`config.mk`:
```
export PLATFORM = sky130hd
export DESIGN_NAME = uart_rx
export DESIGN_NICKNAME = d
export VERILOG_FILES = /design/src/rtl/uart_pkg.sv /design/src/rtl/sync_2ff.sv /design/src/rtl/uart_rx.sv
export SDC_FILE = /design/constraint.sdc
export NUM_CORES = 1
export LEC_CHECK = 0
export ABC_AREA = 1
export BUFFER_PORTS_ARGS = -buffer_cell sky130_fd_sc_hd__buf_2
export CAP_MARGIN = 20
export CORE_MARGIN = 5
export CORE_UTILIZATION = 30
export CTS_CLUSTER_DIAMETER = 50
export DETAILED_ROUTE_END_ITERATION = 7
export GPL_TIMING_DRIVEN = 0
export HOLD_SLACK_MARGIN = 0.05
export PLACE_DENSITY = 0.5
export RECOVER_POWER = 100
export SYNTH_ARGS = -nofsm -noshare
export SYNTH_HDL_FRONTEND = slang
export SYNTH_SLANG_ARGS = --single-unit
```
`constraint.sdc`:
```
create_clock -name clk -period 2.4 [get_ports clk]
set_input_delay 0.24 -clock clk [delete_from_list [all_inputs] [get_ports clk]]
set_output_delay 0.24 -clock clk [all_outputs]
set_load 0.01 [all_outputs]
```
`src/rtl/uart_pkg.sv`:
```
// rtl/uart_pkg.sv - shared UART constants and receiver FSM state type
//
// Purpose: constants shared by uart_rx and the future uart_tx.
// Ports:   none (package).

package uart_pkg;

    localparam int UART_DATA_BITS   = 8;
    localparam int UART_CLK_FREQ_HZ = 25_000_000;
    localparam int UART_BAUD_RATE   = 115_200;

    typedef enum logic [2:0] {
        RX_IDLE   = 3'd0,
        RX_START  = 3'd1,
        RX_DATA   = 3'd2,
        RX_PARITY = 3'd3,
        RX_STOP   = 3'd4
    } rx_state_t;

endpackage

```
`src/rtl/sync_2ff.sv`:
```
// rtl/sync_2ff.sv - generic two-flop synchroniser
//
// Purpose: brings an asynchronous single-bit signal into the clk domain.
// Ports:
//   clk  - system clock, rising edge
//   rst  - synchronous active-high reset; both flops load RESET_VAL
//   i_d  - asynchronous input
//   o_q  - synchronised output, two cycles behind i_d

module sync_2ff #(
    parameter logic RESET_VAL = 1'b1
) (
    input  logic clk,
    input  logic rst,
    input  logic i_d,
    output logic o_q
);

    logic r_meta;
    logic r_sync;

    always_ff @(posedge clk) begin
        if (rst) begin
            r_meta <= RESET_VAL;
            r_sync <= RESET_VAL;
        end else begin
            r_meta <= i_d;
            r_sync <= r_meta;
        end
    end

    assign o_q = r_sync;

endmodule

```
`src/rtl/uart_rx.sv`:
```
// rtl/uart_rx.sv - byte-oriented UART receiver with one-entry holding register
//
// Purpose: deserialises an 8N1 (or 8E1 with UART_RX_PARITY_EN defined) serial
//          line into bytes on a ready/valid interface, flagging framing,
//          parity and overrun errors.
// Ports:
//   clk          - system clock, rising edge
//   rst          - synchronous active-high reset
//   rx_i         - asynchronous serial line, idles high
//   data_o       - received byte (stable while valid_o is high)
//   valid_o      - data_o holds an unconsumed byte
//   ready_i      - downstream accepts on valid_o && ready_i
//   frame_err_o  - 1-cycle pulse: stop bit sampled low
//   overrun_o    - 1-cycle pulse: completed byte dropped, register full
//   parity_err_o - 1-cycle pulse: even-parity mismatch (0 without parity)
// Build option: UART_RX_PARITY_EN adds an even-parity bit before the stop bit.

module uart_rx
    import uart_pkg::*;
#(
    parameter int CLK_FREQ_HZ = UART_CLK_FREQ_HZ,
    parameter int BAUD_RATE   = UART_BAUD_RATE
) (
    input  logic                      clk,
    input  logic                      rst,
    input  logic                      rx_i,
    output logic [UART_DATA_BITS-1:0] data_o,
    output logic                      valid_o,
    input  logic                      ready_i,
    output logic                      frame_err_o,
    output logic                      overrun_o,
    output logic                      parity_err_o
);

    localparam int CLKS_PER_BIT = CLK_FREQ_HZ / BAUD_RATE;
    localparam int CNT_W        = $clog2(CLKS_PER_BIT);
    localparam int IDX_W        = $clog2(UART_DATA_BITS);

    localparam logic [CNT_W-1:0] CNT_BIT_END  = CNT_W'(CLKS_PER_BIT - 1);
    localparam logic [CNT_W-1:0] CNT_HALF_END = CNT_W'(CLKS_PER_BIT / 2 - 1);
    localparam logic [IDX_W-1:0] IDX_LAST     = IDX_W'(UART_DATA_BITS - 1);

    generate
        if (CLKS_PER_BIT < 4) begin : g_bad_clks_per_bit
            $error("uart_rx: CLK_FREQ_HZ / BAUD_RATE must be at least 4");
        end
    endgenerate

    logic                      w_rx_s;
    logic                      w_stop_sample;
    logic                      w_par_flag;

    rx_state_t                 r_state;
    logic [CNT_W-1:0]          r_cnt;
    logic [IDX_W-1:0]          r_bit_idx;
    logic [UART_DATA_BITS-1:0] r_shift;

    logic [UART_DATA_BITS-1:0] r_data;
    logic                      r_valid;
    logic                      r_frame_err;
    logic                      r_overrun;

    sync_2ff #(
        .RESET_VAL (1'b1)
    ) u_rx_sync (
        .clk (clk),
        .rst (rst),
        .i_d (rx_i),
        .o_q (w_rx_s)
    );

`ifdef UART_RX_PARITY_EN
    logic r_par_flag;
    logic r_parity_err;

    assign w_par_flag   = r_par_flag;
    assign parity_err_o = r_parity_err;
`else
    assign w_par_flag   = 1'b0;
    assign parity_err_o = 1'b0;
`endif

    // The counter is restarted on every state entry, so a sample always
    // falls on the cycle the counter reaches its end value.
    always_ff @(posedge clk) begin
        if (rst) begin
            r_state   <= RX_IDLE;
            r_cnt     <= '0;
            r_bit_idx <= '0;
            r_shift   <= '0;
`ifdef UART_RX_PARITY_EN
            r_par_flag <= 1'b0;
`endif
        end else begin
            case (r_state)
                RX_IDLE: begin
                    if (!w_rx_s) begin
                        r_state   <= RX_START;
                        r_cnt     <= '0;
                        r_bit_idx <= '0;
`ifdef UART_RX_PARITY_EN
                        r_par_flag <= 1'b0;
`endif
                    end
                end

                RX_START: begin
                    if (r_cnt == CNT_HALF_END) begin
                        r_cnt   <= '0;
                        // A line already back high mid-start-bit is a glitch.
                        r_state <= w_rx_s ? RX_IDLE : RX_DATA;
                    end else begin
                        r_cnt <= r_cnt + 1'b1;
                    end
                end

                RX_DATA: begin
                    if (r_cnt == CNT_BIT_END) begin
                        r_cnt     <= '0;
                        r_shift   <= {w_rx_s, r_shift[UART_DATA_BITS-1:1]};
                        r_bit_idx <= r_bit_idx + 1'b1;
                        if (r_bit_idx == IDX_LAST) begin
`ifdef UART_RX_PARITY_EN
                            r_state <= RX_PARITY;
`else
                            r_state <= RX_STOP;
`endif
                        end
                    end else begin
                        r_cnt <= r_cnt + 1'b1;
                    end
                end

`ifdef UART_RX_PARITY_EN
                RX_PARITY: begin
                    if (r_cnt == CNT_BIT_END) begin
                        r_cnt      <= '0;
                        r_par_flag <= (w_rx_s != (^r_shift));
                        r_state    <= RX_STOP;
                    end else begin
                        r_cnt <= r_cnt + 1'b1;
                    end
                end
`endif

                RX_STOP: begin
                    // Leave at mid-stop-bit so a back-to-back start edge
                    // is seen as early as possible.
                    if (r_cnt == CNT_BIT_END) begin
                        r_cnt   <= '0;
                        r_state <= RX_IDLE;
                    end else begin
                        r_cnt <= r_cnt + 1'b1;
                    end
                end

                default: begin
                    r_state <= RX_IDLE;
                    r_cnt   <= '0;
                end
            endcase
        end
    end

    assign w_stop_sample = (r_state == RX_STOP) && (r_cnt == CNT_BIT_END);

    always_ff @(posedge clk) begin
        if (rst) begin
            r_data      <= '0;
            r_valid     <= 1'b0;
            r_frame_err <= 1'b0;
            r_overrun   <= 1'b0;
`ifdef UART_RX_PARITY_EN
            r_parity_err <= 1'b0;
`endif
        end else begin
            r_frame_err <= 1'b0;
            r_overrun   <= 1'b0;
`ifdef UART_RX_PARITY_EN
            r_parity_err <= 1'b0;
`endif
            if (r_valid && ready_i) begin
                r_valid <= 1'b0;
            end
            if (w_stop_sample) begin
                if (!w_rx_s) begin
                    r_frame_err <= 1'b1;
                end else if (w_par_flag) begin
`ifdef UART_RX_PARITY_EN
                    r_parity_err <= 1'b1;
`endif
                end else if (!r_valid || ready_i) begin
                    // Loading overrides the clear above when the old byte
                    // is consumed in this same cycle.
                    r_data  <= r_shift;
                    r_valid <= 1'b1;
                end else begin
                    r_overrun <= 1'b1;
                end
            end
        end
    end

    assign data_o      = r_data;
    assign valid_o     = r_valid;
    assign frame_err_o = r_frame_err;
    assign overrun_o   = r_overrun;

endmodule

```
# --- Yosys cells after proc, flatten, opt, wreduce, memory -nomap -nowiden ---
# Cells that the tools add are included.
totals:
  wordCells: 58
  out_inout_bits: 12
  reg_bits: 35
  in_bits: 4
classes:
  muxes: 20
  n_eq_ne: 11
  reduce_logical: 13
  addsub: 2
  bitwise: 2
op_table:
  columns: ["cell", "count"]
  rows:
  - ["two-way mux 8 bit", 3]
  - ["case mux 8 bit (3 select lines)", 1]
  - ["two-way mux 3 bit", 7]
  - ["case mux 3 bit (4 select lines)", 1]
  - ["inequality test 2 bit, second input constant", 5]
  - ["adder 8 x 1 -> 8 bit, second input constant", 1]
  - ["== test 8 x 7 -> 1 bit, second input constant", 1]
  - ["== test 8 bit, second input constant", 1]
  - ["== test 3 bit, second input constant", 2]
  - ["two-way mux 1 bit", 6]
  - ["case mux 3 bit (2 select lines)", 1]
  - ["AND reduction 3 bit", 2]
  - ["AND reduction 5 bit", 1]
  - ["OR reduction 2 bit", 2]
  - ["adder 3 x 1 -> 3 bit, second input constant", 1]
  - ["== test 3 x 1 -> 1 bit, second input constant", 1]
  - ["== test 3 x 2 -> 1 bit, second input constant", 1]
  - ["logical NOT 3 bit", 1]
  - ["OR reduction 3 bit", 1]
  - ["logical AND 1 bit", 2]
  - ["two-way mux 2 bit", 1]
  - ["NOT 1 bit", 2]
  - ["AND reduction 2 bit", 1]
  - ["nonzero test 2 bit", 1]
  - ["2 further kinds", 2]

# --- Logic depth before layout (Yosys ltp) ---
depth:
  ltp_word: 5
  depth_mapped: 11
  mapped_depth_nobuf: 10

# --- Hierarchy ---
# A second synthesis with hierarchy kept.
hier_totals:
  cells_unflattened: 226
  hier_area_um2: 1586.5
modules_own_cells:
  columns: ["module", "cells_per_inst", "instances", "seq_area_each_um2", "area_each_um2"]
  rows:
  - ["uart_rx", 219, 1, 660.6, 1527.7]
  - ["sync_2ff", 7, 1, 40.0, 58.8]

# --- Worst setup path after synthesis ---
# OpenSTA, ideal clock, no wires.
synth_path:
  kind: "reg2reg"
  startpoint: "reg r_cnt[0]"
  endpoint: "reg r_data[1], in the netlist data_o[1]"
  stages_incl_launch_ff: 11
  slack_ns: 1.039
  path_buffers: 1
  required_time_ns: 2.287
  arrival_ns: 1.248
  synth_period_minus_slack_ns: 1.361
  setup_time_ns: 0.113
  path_cell_list: "dfxtp_1 > inv_1 > ha_1 > nand2_1 > nor2_4 > nand2_4 > nor2_4 > nand3_4 > buf_6 > nor2_1 > nor2_1"
synth_via:
  elab_chain_len: 3
synth_lines:
  columns: ["element", "line_no", "text"]
  rows:
  - ["from (decl)", "uart_rx.sv:54", "logic [CNT_W-1:0] r_cnt;"]
  - ["from (signal assigned)", "uart_rx.sv:113", "r_cnt <= r_cnt + 1'b1;"]
  - ["from (signal assigned)", "uart_rx.sv:130", "r_cnt <= r_cnt + 1'b1;"]
  - ["from (signal assigned)", "uart_rx.sv:153", "r_cnt <= r_cnt + 1'b1;"]
  - ["== test 8 bit", "uart_rx.sv:165", "assign w_stop_sample = (r_state == RX_STOP) && (r_cnt == CNT_BIT_END);"]
  - ["logical AND 1 bit", "uart_rx.sv:165", null]
  - ["AND reduction 3 bit (no line)", null, null]
  - ["to (signal assigned)", "uart_rx.sv:195", "r_data <= r_shift;"]
  - ["to (decl)", "uart_rx.sv:58", "logic [UART_DATA_BITS-1:0] r_data;"]
# No other way between the ends.
# A chain may end at the register's enable or synchronous reset.

# --- Worst setup path in the final report ---
layout_path:
  startpoint: "reg r_cnt[0]"
  endpoint: "reg r_bit_idx[1]"
layout_via:
  elab_chain_len: 3
layout_lines:
  columns: ["element", "line_no", "text"]
  rows:
  - ["== test 8 bit", "uart_rx.sv:118", "if (r_cnt == CNT_BIT_END) begin"]
  - ["inequality test 2 bit (no line)", null, null]
  - ["AND reduction 3 bit (no line)", null, null]
  - ["to (signal assigned)", "uart_rx.sv:121", "r_bit_idx <= r_bit_idx + 1'b1;"]
  - ["to (decl)", "uart_rx.sv:55", "logic [IDX_W-1:0] r_bit_idx;"]
# No other way between the ends.

==> reports/metrics.cfg <==
[clock_network]
post_cts_buffers = 0
clk_path_buf_depth = 2
root_buffer = clkbuf_8
cts_tree = yes
clk_latency_ns = 0.28
cts_hold_buffers = 0
cts_max_level = 2
path_clk_slew_ns = 0.07
cts_buffers = 5
cts.sinks = 35
cts_resized = 0

[finish]
nNetsFinal = 255
stdcell_count = 318
syn_to_final_growth_pct = 12.6
final_layout_size_suffix_gt1_share_pct = 8.87
n_antenna_cell = 0
fill_cells = 595
post-route-util_pct = 35.1

[route]
routedWlPerCell_um = 10.1
vias = 1351
drt-initial-drc-count = 19
routed_wl_um = 3200
avgViaCountPerCell = 4.25
drc = 0
first_pass_iters = 4
ant_nets = 0

[placed_design]
port_buffers = 13
globalplace.congestion = 0.847
placed_cells = 310
hpwl_um = 2310

[synthesis]
ys_async_sr_fraction_pct = 0
synth_cell_types = 25
ys_ff_latch = 35
syn-num-nets = 235
synth_top_area_share_pct = 43.4
synth_most_common_cell = nor2_1
synth_cells = 227
ys_seq_area_share_pct = 43.4
synth_common_cells = nor2_1 (49), nand2_1 (45), dfxtp_1 (35)
synth_largest_area_cell = dfxtp_1
syn_area_mm2 = 0.00161
synthTopCellsByArea = dfxtp_1 (43%), nor2_1 (11%), nand2_1 (10%), inv_1 (7.9%), o21ai_0 (4.0%)
syn_area_per_cell_um2 = 7.10
synth_warnings = 0
synthFlopType = dfxtp_1
synth-edff-count = 0

[setup_path]
worstPathArrival_ns = 2.02
endpoint_kind = flip-flop
worstPathRequired_ns = 2.62
path_class = flip-flop to flip-flop
cp_max_fo = 10
rrSetupSlack_ns = 0.59
reg2reg_depth = 9
cp-start-kind = flip-flop
rr_endpoint = r_bit_idx[1]$_SDFFE_PP0P_
r2r-start = r_cnt[0]$_SDFFE_PP0P_

[status]
outcome = completed

[timing]
skew_ns = 0.00363
hold_viol = 0
period_minus_slack_ns = 1.81
timing.final.crit_share_pct = 75.3
rsz0062_at_grt = false
setup_viol = 0
timing.fmax_ghz = 0.554
fin_tns_setup_ns = 0
drv_slew = 0

[power_and_ir_drop]
irDropWorstVdd_uv = 248
switching_share_pct = 29.0
p_int_uw = 929
clkPwrFrac_pct = 36.2
power_density_mw_per_mm2 = 721
cellLeakagePower_nw = 0.871
p_seq_share_pct = 47.6
p_sw_uw = 380
power_frac_comb_pct = 16.2

[die]
die_y_um = 83.3
row_count = 26
fp.dieW_um = 83.3
die_area_mm2 = 0.00694
core_mm2 = 0.00517
start_util_pct = 31.2
io_pins = 16

[min_path]
holdPathEnd = u_rx_sync.r_meta$_SDFF_PP1_
hp-class = input port to flip-flop
hold-path-cell-count = 2
min_from = rx_i

[global_route]
track_usage_pct = 10.4
grt_max_degree = 12
grt_overflow_total = 0
grt_pass1_vias = 1376
grt_pass1_wl_um = 5950
antenna_found_initial = 0

[job]
drv_cap = 0

cell families (layout without fill, tap and decap cells):
group | after synthesis | in the layout | synth area share [%]
flip-flops | 35 | 35 | 43.4
AND/OR/NAND/NOR | 124 | 124 | 34.8
XOR/XNOR | 2 | 2 | 1.09
adder cells (fa/ha/maj) | 4 | 4 | 3.10
AO/OA/AOI/OAI | 20 | 20 | 6.36
other | 1 | 1 | 0.233
buffers and inverters | 41 | 62 | 10.9
layout by cell type (no fill, tap or decap), drive strengths merged, types with 2 or more instances in the layout:
| cell | Yosys | final |
|---|---|---|
| nand3 | 12 | 12 |
| dfxtp | 35 | 35 |
| nor4 | 2 | 2 |
| nor2 | 54 | 54 |
| a21oi | 6 | 6 |
| nand2 | 50 | 50 |
| xor2 | 2 | 2 |
| or2 | 2 | 2 |
| buf | 5 | 6 |
| ha | 4 | 4 |
| nor3 | 2 | 2 |
| o21ai | 13 | 13 |
| clkbuf | 2 | 21 |
| inv | 34 | 34 |
power by group through the flow:
stage | combinational, mW | clock, mW | sequential [mW]
2_1_floorplan | 0.177 | 0 | 0.631
3_3_place_gp | 0.222 | 0 | 0.636
3_5_place_dp | 0.219 | 0 | 0.636
4_1_cts | 0.221 | 0.500 | 0.623
5_1_grt | 0.255 | 0.523 | 0.627
6_report | 0.212 | 0.474 | 0.623
per-stage QoR:
stage / cell area, µm² / setup WS, ns / total power, mW / hold slack (ns)
finish: 1820 / 0.594 / 1.31 / 0.136
floorplan: 1610 / 1.04 / 0.808 / 0.344
CTS: 1870 / 0.808 / 1.34 / 0.127
detailed placement: 1770 / 0.829 / 0.855 / 0.397
global placement: 1770 / 0.850 / 0.857 / 0.390
global route: 1820 / 0.408 / 1.40 / 0.127
how the worst max path moves through the flow:
stage	start	slack, ns	to
6_report	r_cnt[0]$_SDFFE_PP0P_	0.59	r_bit_idx[1]$_SDFFE_PP0P_
2_1_floorplan	r_cnt[0]$_SDFFE_PP0P_	1.04	data_o[1]$_SDFFE_PP0P_
3_5_place_dp	r_cnt[0]$_SDFFE_PP0P_	0.83	data_o[3]$_SDFFE_PP0P_
4_1_cts	r_cnt[0]$_SDFFE_PP0P_	0.81	data_o[3]$_SDFFE_PP0P_
3_3_place_gp	r_cnt[0]$_SDFFE_PP0P_	0.85	data_o[6]$_SDFFE_PP0P_
5_1_grt	r_cnt[0]$_SDFFE_PP0P_	0.41	r_bit_idx[1]$_SDFFE_PP0P_
registers in the layout, indices dropped and copies added, names as in the netlist:
register,cells
data_o,8
u_rx_sync.r_meta,1
frame_err_o,1
valid_o,1
u_rx_sync.o_q,1
r_bit_idx,3
overrun_o,1
r_shift,8
r_cnt,8
r_state,3
layout make-up:
class | count | area, µm² | share of cell area [%]
inverter | 34 | 128 | 7.02
buffer | 7 | 45.0 | 2.48
sequential | 35 | 701 | 38.6
clock inverter | 1 | 7.51 | 0.413
tap | 70 | 87.6 | 4.82
timing repair buffer | 13 | 51.3 | 2.82
clock buffer | 7 | 96.3 | 5.30
multi-input combinational | 151 | 701 | 38.6
worst max-delay path: stages, from the launching register on:
cell	delay (ns)
dfxtp_1	0.35
inv_1	0.09
ha_1	0.14
nand2_1	0.05
nor2_1	0.11
nand2_1	0.14
nor2_1	0.25
clkbuf_1	0.37
nand2_1	0.10
a21oi_1	0.15
per-layer routing:
metal	part of all wire [%]	wire (µm)	vias up	track usage, %
met5	0	0	-	0
li1	-	-	728	-
met3	2.3	75	5	2.38
met4	1.8	58	0	4.46
met2	45	1440	12	16.5
met1	51	1620	606	13.3
Power figures use the tool's default switching activity.
